**config.mk**
```make
export PLATFORM = sky130hd
export DESIGN_NAME = iobus_periph_hub
export DESIGN_NICKNAME = d
export VERILOG_FILES = /design/src/rtl/iobus_periph_hub.sv
export SDC_FILE = /design/constraint.sdc
export NUM_CORES = 1
export LEC_CHECK = 0
export CORE_MARGIN = 1.5
export CORE_UTILIZATION = 50
export CTS_CLUSTER_DIAMETER = 40
export DETAILED_ROUTE_END_ITERATION = 10
export GPL_TIMING_DRIVEN = 1
export PLACE_DENSITY = 0.74
export SYNTH_ARGS = -nofsm -noshare
export SYNTH_HDL_FRONTEND = slang
export SYNTH_SLANG_ARGS = --single-unit
```
**constraint.sdc**
```tcl
create_clock -name CLK -period 19.7 [get_ports CLK]
set_input_delay 2.955 -clock CLK [delete_from_list [all_inputs] [get_ports CLK]]
set_output_delay 2.955 -clock CLK [all_outputs]
set_load 0.05 [all_outputs]
```
**src/rtl/iobus_periph_hub.sv**
```systemverilog
// OTTER IOBUS peripheral hub: synchronised inputs with sticky edge flags and
// maskable interrupt, LED/seven-segment registers, prescaled cycle counter.
module iobus_periph_hub #(
  parameter int unsigned IN_W      = 16,
  parameter int unsigned OUT_W     = 16,
  parameter int unsigned CNT_W     = 64,
  parameter int unsigned PRESCALE  = 1,
  parameter logic [31:0] IN_AD     = 32'h11000000,
  parameter logic [31:0] EDGE_AD   = 32'h11000004,
  parameter logic [31:0] MASK_AD   = 32'h11000008,
  parameter logic [31:0] LEDS_AD   = 32'h1107ffff,
  parameter logic [31:0] SSEG_AD   = 32'h110C0000,
  parameter logic [31:0] CNTLO_AD  = 32'h11400000,
  parameter logic [31:0] CNTHI_AD  = 32'h11400004,
  parameter logic [31:0] CNTCTL_AD = 32'h11400008,
  // Counter value loaded by reset; nonzero only to start bring-up near a wrap.
  parameter logic [CNT_W-1:0] CNT_RST = '0
) (
  input  logic              CLK,
  input  logic              RESET,
  input  logic [31:0]       IOBUS_ADDR,
  input  logic [31:0]       IOBUS_OUT,
  input  logic              IOBUS_WR,
  input  logic              IOBUS_RD,
  output logic [31:0]       IOBUS_IN,
  input  logic [IN_W-1:0]   SWITCHES,
  output logic [OUT_W-1:0]  LEDS,
  output logic [15:0]       SSEG,
  output logic              INTR
);

  localparam logic [15:0]      PRESC_TC = 16'(PRESCALE - 1);
  localparam logic [CNT_W-1:0] CNT_ONE  = CNT_W'(1);

  logic [IN_W-1:0]   sync1_q, sync1_d, sync2_q, sync2_d, prev_q, prev_d;
  logic [IN_W-1:0]   edge_q, edge_d, mask_q, mask_d;
  logic [OUT_W-1:0]  leds_q, leds_d;
  logic [15:0]       sseg_q, sseg_d;
  logic              intr_q, intr_d;
  logic              en_q, en_d;
  logic [CNT_W-1:0]  cnt_q, cnt_d;
  logic [15:0]       presc_q, presc_d;
  logic [CNT_W-33:0] snap_q, snap_d;

  logic wr_edge, wr_mask, wr_leds, wr_sseg, wr_ctl, rd_lo;
  logic unused_bits;

  assign unused_bits = ^IOBUS_OUT;

  always_comb begin
    wr_edge = IOBUS_WR && (IOBUS_ADDR == EDGE_AD);
    wr_mask = IOBUS_WR && (IOBUS_ADDR == MASK_AD);
    wr_leds = IOBUS_WR && (IOBUS_ADDR == LEDS_AD);
    wr_sseg = IOBUS_WR && (IOBUS_ADDR == SSEG_AD);
    wr_ctl  = IOBUS_WR && (IOBUS_ADDR == CNTCTL_AD);
    rd_lo   = IOBUS_RD && (IOBUS_ADDR == CNTLO_AD);
  end

  always_comb begin
    sync1_d = SWITCHES;
    sync2_d = sync1_q;
    prev_d  = sync2_q;
    // Clear first, then OR in new edges so a coincident set survives.
    edge_d  = edge_q;
    if (wr_edge) edge_d = edge_d & ~IOBUS_OUT[IN_W-1:0];
    edge_d  = edge_d | (sync2_q & ~prev_q);
    mask_d  = wr_mask ? IOBUS_OUT[IN_W-1:0]  : mask_q;
    leds_d  = wr_leds ? IOBUS_OUT[OUT_W-1:0] : leds_q;
    sseg_d  = wr_sseg ? IOBUS_OUT[15:0]      : sseg_q;
    intr_d  = |(edge_q & mask_q);
    en_d    = wr_ctl ? IOBUS_OUT[0] : en_q;
    cnt_d   = cnt_q;
    presc_d = presc_q;
    if (wr_ctl && IOBUS_OUT[1]) begin
      cnt_d   = '0;
      presc_d = '0;
    end else if (en_q) begin
      if (presc_q == PRESC_TC) begin
        presc_d = '0;
        cnt_d   = cnt_q + CNT_ONE;
      end else begin
        presc_d = presc_q + 16'd1;
      end
    end
    snap_d  = rd_lo ? cnt_q[CNT_W-1:32] : snap_q;
  end

  always_ff @(posedge CLK or posedge RESET) begin
    if (RESET) begin
      sync1_q <= '0;
      sync2_q <= '0;
      prev_q  <= '0;
      edge_q  <= '0;
      mask_q  <= '0;
      leds_q  <= '0;
      sseg_q  <= '0;
      intr_q  <= 1'b0;
      en_q    <= 1'b1;
      cnt_q   <= CNT_RST;
      presc_q <= '0;
      snap_q  <= '0;
    end else begin
      sync1_q <= sync1_d;
      sync2_q <= sync2_d;
      prev_q  <= prev_d;
      edge_q  <= edge_d;
      mask_q  <= mask_d;
      leds_q  <= leds_d;
      sseg_q  <= sseg_d;
      intr_q  <= intr_d;
      en_q    <= en_d;
      cnt_q   <= cnt_d;
      presc_q <= presc_d;
      snap_q  <= snap_d;
    end
  end

  always_comb begin
    IOBUS_IN = '0;
    case (IOBUS_ADDR)
      IN_AD:     IOBUS_IN = 32'(sync2_q);
      EDGE_AD:   IOBUS_IN = 32'(edge_q);
      MASK_AD:   IOBUS_IN = 32'(mask_q);
      LEDS_AD:   IOBUS_IN = 32'(leds_q);
      SSEG_AD:   IOBUS_IN = 32'(sseg_q);
      CNTLO_AD:  IOBUS_IN = cnt_q[31:0];
      CNTHI_AD:  IOBUS_IN = 32'(snap_q);
      CNTCTL_AD: IOBUS_IN = {31'd0, en_q};
      default:   IOBUS_IN = '0;
    endcase
  end

  assign LEDS = leds_q;
  assign SSEG = sseg_q;
  assign INTR = intr_q;

endmodule

```
# Word-level counts from Yosys, hierarchy flattened
# Index checks and enable logic that the tools add are counted.
# Widths: inputs -> output; s select.
classes:
  addsub: 2
  n_eq_ne: 8
  mux: 8
  bitwise_logic: 6
  n_reduce_logical: 12
op_table:
  columns: ["cell", "count"]
  rows:
  - ["$eq 32x29->1 const B", 8]
  - ["$pmux 32 s8", 1]
  - ["$mux 64", 3]
  - ["$add 64x1->64 const B", 1]
  - ["$mux 16", 4]
  - ["$and 16x16->16", 3]
  - ["$not 16->16", 2]
  - ["$add 16x1->16 const B", 1]
  - ["$logic_not 16->1", 1]
  - ["$or 16x16->16", 1]
  - ["$reduce_or 16->1", 1]
  - ["$logic_and 1x1->1", 7]
  - ["$reduce_bool 2->1", 2]
  - ["$reduce_and 2->1", 1]
word_totals:
  register_bits: 226
  input_bits: 84
  out_inout_bits: 65

# Longest topological paths before layout
# Gate-level depths: netlist of run 1.
logic_depth:
  depth_word: 5
  mapped_depth: 10

# Least setup slack after synthesis of run 1
# No wires, ideal clock.
synth_path:
  kind: "input -> output"
  from: "in IOBUS_ADDR[21]"
  to: "out IOBUS_IN[16]"
  t_arrival_ns: 5.292
  t_required_ns: 16.745
  path_slack_ns: 11.453
  path_stages: 7
  path_buffers: 2
  cell_sequence: "nor4b_1 nand4_1 nor4_2 and3_1 buf_2 buf_2 a22o_1"
synth_between:
  elab_chain_cells: 2
  elab_cells_between_ends: 9
  classes_between: "8 x eq/ne; 1 x mux"
synth_lines:
  columns: ["element", "line_no", "text"]
  rows:
  - ["start, declared", "21", "input logic [31:0] IOBUS_ADDR,"]
  - ["$eq 32x29->1", "120", "case (IOBUS_ADDR)"]
  - ["$pmux 32 s8 (*)", "120", null]
  - ["end, declared", "25", "output logic [31:0] IOBUS_IN,"]
# Mark *: on every way between the ends. The rest lies on a longest branch, timed or not.

# Worst setup path after layout of run 1
# Ends and elaborated chain as after synthesis.

==> summary.md, run 1 <==
| Metric | Value |
|---|---|
| Status | `completed` |
| Total GRT Usage | `24.94%` |
| CP Capture Type | `output pin` |
| Antenna diodes | `0` |
| Via density | `6.008` |
| Busiest grt layer | `met2` |
| H-tree levels | `1` |
| Final GP Congestion | `0.8821` |
| Post-CTS Resized | `0` |
| CP required | `16.75 ns` |
| Dpl hpwl | `18450 µm` |
| M1 GR Usage | `36.04%` |
| Rows | `53` |
| Synth unique cells | `52` |
| Layout cell share with drive strength beyond 1 | `14.21%` |
| CP dominant cell by count | `clkdlybuf4s50_1` |
| Async S/R FF share, synth | `100.0%` |
| Final wirelength | `27500 µm` |
| Post-layout util | `63.15%` |
| Count of final max-slew check failures | `0` |
| Worst skew pair latency | `0.55 ns` |
| Clk buf depth | `3` |
| Post CTS Setup Buffer Count | `0` |
| Sequential share of the synthesized area | `52.60%` |
| Worst setup SP type | `input pin` |
| Final hold violations | `0` |
| Final period util | `50.26%` |
| Power Density | `80.71 nW/µm²` |
| Clock Root Buffer | `clkbuf_16` |
| Fmax | `101.0 MHz` |
| Peak supply drop | `0.06378 mV` |
| Starting DRT DRC Count | `622` |
| Largest net degree at the start of global routing | `149` |
| Max_slew headroom | `23.94%` |
| Unrepaired setup endpoints after global routing | `false` |
| Final hold slack | `0.3468 ns` |
| Die H | `149.7 µm` |
| Worst slew pin tran | `1.132 ns` |
| Wirelength per Cell | `20.23 µm` |
| Area grow syn2layout | `23.83%` |
| Cts bufs inserted | `31` |
| Crit path arrival time | `6.95 ns` |
| Post-Synthesis Cells | `939` |
| Syn Area/Cell | `11.45 µm²` |
| Grt met3 use | `4.055%` |
| Die width | `149.7 µm` |
| Starting density of the core | `51.00%` |
| Post-synth EDFFs | `0` |
| IO buf count | `132` |
| Synth Flop Type | `dfrtp_1` |
| Post-Route Skew | `0.02409 ns` |
| DRT Pass-1 Iters | `5` |
| Post-route minimum period | `9.901 ns` |
| Hold Buf Count CTS | `0` |
| ANT nets after route | `0` |
| Highest-count cells in the layout ignoring fill and taps | `225 x dfrtp_1, 132 x clkdlybuf4s50_1, 56 x nor2_1, 54 x nand3_1, 52 x nand2_1` |
| Antenna violations before repair | `0` |
| P_leak | `5.883 nW` |
| Max-Cap Viols | `0` |
| Syn Nets | `1026` |
| CTS tree | `yes` |
| First-pass GRT wire length | `44200 µm` |
| # clock sinks | `226` |
| GRT met2 Usage | `40.14%` |
| Via count | `8165` |
| Crit path max-delay cell type | `clkdlybuf4s50_1` |
| Vias in the first global route | `8007` |
| Crit path max fanout | `17` |
| Remaining DRCs | `0` |
| Most common cell after layout, fill and taps aside | `dfrtp_1` |
| Fin nets | `1147` |
| Max incr delay on CP | `0.82 ns` |
| Hold WC Path Type | `register to register` |
| # fillers | `1706` |
| Core area | `21090 µm²` |
| Setup TNS | `0 ns` |
| Register area | `5657 µm²` |
| Critical path, cell by cell | `clkdlybuf4s50_1, nor4b_1, nand4_1, nor4_2, buf_4, and3_1, a22o_1, clkdlybuf4s50_1` |
| Synthesis warning total | `0` |
| Crit-path leading delay family | `simple AND/OR/NAND/NOR gates` |
| Die area | `22400 µm²` |
| Setup CP Type | `input pin to output pin` |
| Clock slew at reported path FFs | `0.06 ns` |
| Yosys reg bits | `226` |
| Multi-input gate area | `4757 µm²` |
| GR Overflow Total | `0` |
| Mapped Area | `10750 µm²` |
| Ports | `149` |
| Setup violations, final | `0` |
| Crit path buf inv count | `3` |
-- cell usage after synthesis, types with 14 or more instances --
library cell,count,area share [%]
o21ai_0,22,1.0
nand3_1,54,2.5
mux2_2,37,3.9
nand2_1,52,1.8
nand4_1,30,1.7
nor4_1,17,0.99
nor2_1,56,2.0
or3_1,25,1.5
xnor2_1,27,2.2
or4_1,22,1.5
a22oi_1,28,2.0
mux2_4,30,4.2
and4_1,29,2.4
mux2_1,14,1.5
nor3_1,17,0.79
dfrtp_1,225,52
and3_1,15,0.87
a21oi_1,36,1.7
a22o_1,36,2.9
xor2_1,16,1.3
clkbuf_1,32,1.1
inv_1,27,0.94
-- kinds of logic (layout without fill, tap and decap cells) --
family / after synthesis / after routing / synth area share [%]
fa+ha+maj: 3 / 3 / 0.3491
mux: 99 / 99 / 12.72
buf+inv: 79 / 224 / 3.165
xor+xnor: 43 / 43 / 3.502
flops: 226 / 226 / 52.60
simple gates: 344 / 344 / 18.39
compound gates: 145 / 145 / 9.273
-- worst register-to-register path: stages, from the launching register on --
cell	delay [ns]
dfrtp_1	0.41
nor4_1	0.60
and4_1	0.45
nand4b_1	0.87
or4_1	0.81
a21oi_1	0.18
-- sequential cells by signal (all words and copies together) (netlist names), 16 cells and up --
register,flops
LEDS,16
SSEG,16
cnt_q,64
edge_q,16
mask_q,16
presc_q,16
prev_d,16
prev_q,16
snap_q,32
sync1_q,16
-- through the flow --
step	worst slack (ns)	total power, W	area [µm²]	std cells
after floorplan	10.56	0.0004953	10750	939
after global placement	9.784	0.0005177	12250	1302
after detailed placement	9.834	0.0005180	12250	1302
after CTS	9.815	0.001083	13320	1359
after global routing	9.571	0.001109	13320	1359
final	9.799	0.001075	13320	1359
-- power by group --
group | internal, W | switching (W) | total [W]
combinational | 0.0000174 | 0.0000202 | 0.0000376
sequential | 0.000470 | 0.00000250 | 0.000472
clock | 0.000357 | 0.000208 | 0.000565
-- worst paths after layout --
path,slack (ns),endpoint,startpoint,depth (start not counted)
max in group asynchronous,15.08,presc_q[0],RESET,3
worst min-delay path,0.35,prev_d[15],sync1_q[15],0
worst min register to register,0.35,prev_d[15],sync1_q[15],0
worst max-delay path,9.80,IOBUS_IN[16],IOBUS_ADDR[21],8
worst max register to register,16.30,cnt_q[52],presc_q[8],5
min in group asynchronous,3.01,prev_d[3],RESET,2
-- routing by layer --
metal | up-vias | routed length, µm
li1 | 3764 | -
met3 | 32 | 2041
met1 | 4072 | 12190
met4 | 0 | 417
met2 | 297 | 12850
met5 | - | 0
-- cell type report --
| type | instances | area share, % |
|---|---|---|
| Clock inverter | 17 | 1.644 |
| Clock buffer | 40 | 6.380 |
| Tap cell | 275 | 2.584 |
| Timing Repair Buffer | 140 | 10.37 |
| Sequential cell | 226 | 42.48 |
| Inverter | 27 | 0.8174 |
| Multi-Input combinational cell | 634 | 35.72 |
(Power assumes the default switching activity.)
==> run 2: changes to the inputs <==
--- a/config.mk
+++ b/config.mk
@@ -10,7 +10,7 @@
 export CTS_CLUSTER_DIAMETER = 40
 export DETAILED_ROUTE_END_ITERATION = 10
 export GPL_TIMING_DRIVEN = 1
-export PLACE_DENSITY = 0.74
+export PLACE_DENSITY = 0.77
 export SYNTH_ARGS = -nofsm -noshare
 export SYNTH_HDL_FRONTEND = slang
 export SYNTH_SLANG_ARGS = --single-unit
==> constraint.sdc (replaced) <==
create_clock -name CLK -period 8.9 [get_ports CLK]
set_input_delay 1.335 -clock CLK [delete_from_list [all_inputs] [get_ports CLK]]
set_output_delay 1.335 -clock CLK [all_outputs]
set_load 0.05 [all_outputs]
==> summary.md, run 2 (same netlist as run 1, synthesis figures left out) <==
| Metric | Value |
|---|---|
| Status | `completed` |
| P_leak | `5.960 nW` |
| Rows | `53` |
| Fin nets | `1152` |
| Final hold slack | `0.3407 ns` |
| Final wirelength | `27620 µm` |
| Worst skew pair latency | `0.51 ns` |
| Worst slew pin tran | `1.142 ns` |
| Max-Cap Viols | `0` |
| Unrepaired setup endpoints after global routing | `false` |
| Post-Route Skew | `0.02278 ns` |
| Hold WC Path Type | `register to register` |
| Dpl hpwl | `18330 µm` |
| First-pass GRT wire length | `44600 µm` |
| Core area | `21090 µm²` |
| Clock Root Buffer | `clkbuf_16` |
| Highest-count cells in the layout ignoring fill and taps | `225 x dfrtp_1, 132 x clkdlybuf4s50_1, 56 x nor2_1, 54 x nand3_1, 52 x nand2_1` |
| Area grow syn2layout | `24.92%` |
| Worst setup SP type | `input pin` |
| Post CTS Setup Buffer Count | `0` |
| Cts bufs inserted | `34` |
| Worst slack at placement | `2.441 ns` |
| Power Density | `185.1 nW/µm²` |
| Final period util | `73.20%` |
| Hold Buf Count CTS | `0` |
| Max_slew headroom | `23.57%` |
| Antenna violations before repair | `0` |
| Starting density of the core | `51.00%` |
| Clock slew at reported path FFs | `0.06 ns` |
| Die area | `22400 µm²` |
| Worst Slack Setup Final | `2.385 ns` |
| Max FFs per register | `64` |
| CP Capture Type | `output pin` |
| Ports | `149` |
| Crit path max fanout | `17` |
| Remaining DRCs | `0` |
| Peak supply drop | `0.1660 mV` |
| Final hold violations | `0` |
| Vias in the first global route | `8342` |
| Antenna diodes | `0` |
| Total GRT Usage | `25.26%` |
| CTS tree | `yes` |
| Final GP Congestion | `0.8447` |
| Crit path arrival time | `5.18 ns` |
| Die width | `149.7 µm` |
| Starting DRT DRC Count | `737` |
| # fillers | `1616` |
| Wirelength per Cell | `20.25 µm` |
| Via count | `8391` |
| Layout cell share with drive strength beyond 1 | `14.97%` |
| GR Overflow Total | `0` |
| DRT Pass-1 Iters | `5` |
| Largest net degree at the start of global routing | `93` |
| H-tree levels | `2` |
| Clk buf depth | `3` |
| Total power | `0.002486 W` |
| Die H | `149.7 µm` |
| Most common cell after layout, fill and taps aside | `dfrtp_1` |
| Via density | `6.152` |
| Most flops, register | `cnt_q` |
| IO buf count | `132` |
| Setup TNS | `0 ns` |
| Post-route minimum period | `6.515 ns` |
| Post-CTS Resized | `0` |
| Setup violations, final | `0` |
| ANT nets after route | `0` |
| Count of final max-slew check failures | `0` |
| Fmax | `153.5 MHz` |
| CP required | `7.57 ns` |
| Setup CP Type | `input pin to output pin` |
| Biggest regs | `cnt_q x64, snap_q x32` |
| # clock sinks | `226` |
[run 2: final timing paths]
path / to / from / slack [ns] / cells after the start
setup / recovery: IOBUS_IN[16] / IOBUS_ADDR[21] / 2.39 / 7
hold / removal: prev_d[15] / sync1_q[15] / 0.34 / 0
min in group asynchronous: SSEG[4] / RESET / 1.33 / 2
max in group asynchronous: SSEG[9] / RESET / 6.16 / 3
setup reg to reg: cnt_q[57] / presc_q[8] / 5.72 / 5
hold reg to reg: prev_d[15] / sync1_q[15] / 0.34 / 0
[run 2: final cells by class]
class | count | area [µm²] | share of cell area, %
clock buffers | 40 | 923.4 | 6.873
inverters | 27 | 108.9 | 0.8103
clock inverters | 20 | 247.7 | 1.844
multi-input cells | 634 | 4757 | 35.41
repair buffers | 142 | 1396 | 10.39
well taps | 275 | 344.1 | 2.561
flip-flops and latches | 226 | 5657 | 42.11
[run 2: where the power goes]
part	internal [W]	switching (W)	total, W
clock	0.000866	0.000491	0.00136
sequential	0.00104	0.00000596	0.00105
combinational	0.0000388	0.0000443	0.0000831
[run 2: per-stage QoR]
stage               instance area (µm²)  util (%)  instances
floorplan                         10750         -        939
global placement                  12260     58.15       1304
detailed placement                12260     58.15       1304
CTS                               13430     63.71       1364
global route                      13430     63.71       1364
finish                            13430     63.71       1364
[run 2: layer usage]
metal	wire (µm)	global-route usage, %	vias up	part of all wire, %
li1	-	-	3784	-
met1	11930	35.08	4237	43
met2	12970	40.53	320	47
met3	2108	4.207	50	7.6
met4	614	8.235	0	2.2
met5	0	0	-	0
[run 2: worst max-delay path, stage by stage]
cell	delay, ns
clkdlybuf4s50_1	0.40
nor4b_1	0.47
nand4_1	0.56
nor4_2	0.52
and3_1	0.75
a22o_1	0.31
clkdlybuf4s50_1	0.82
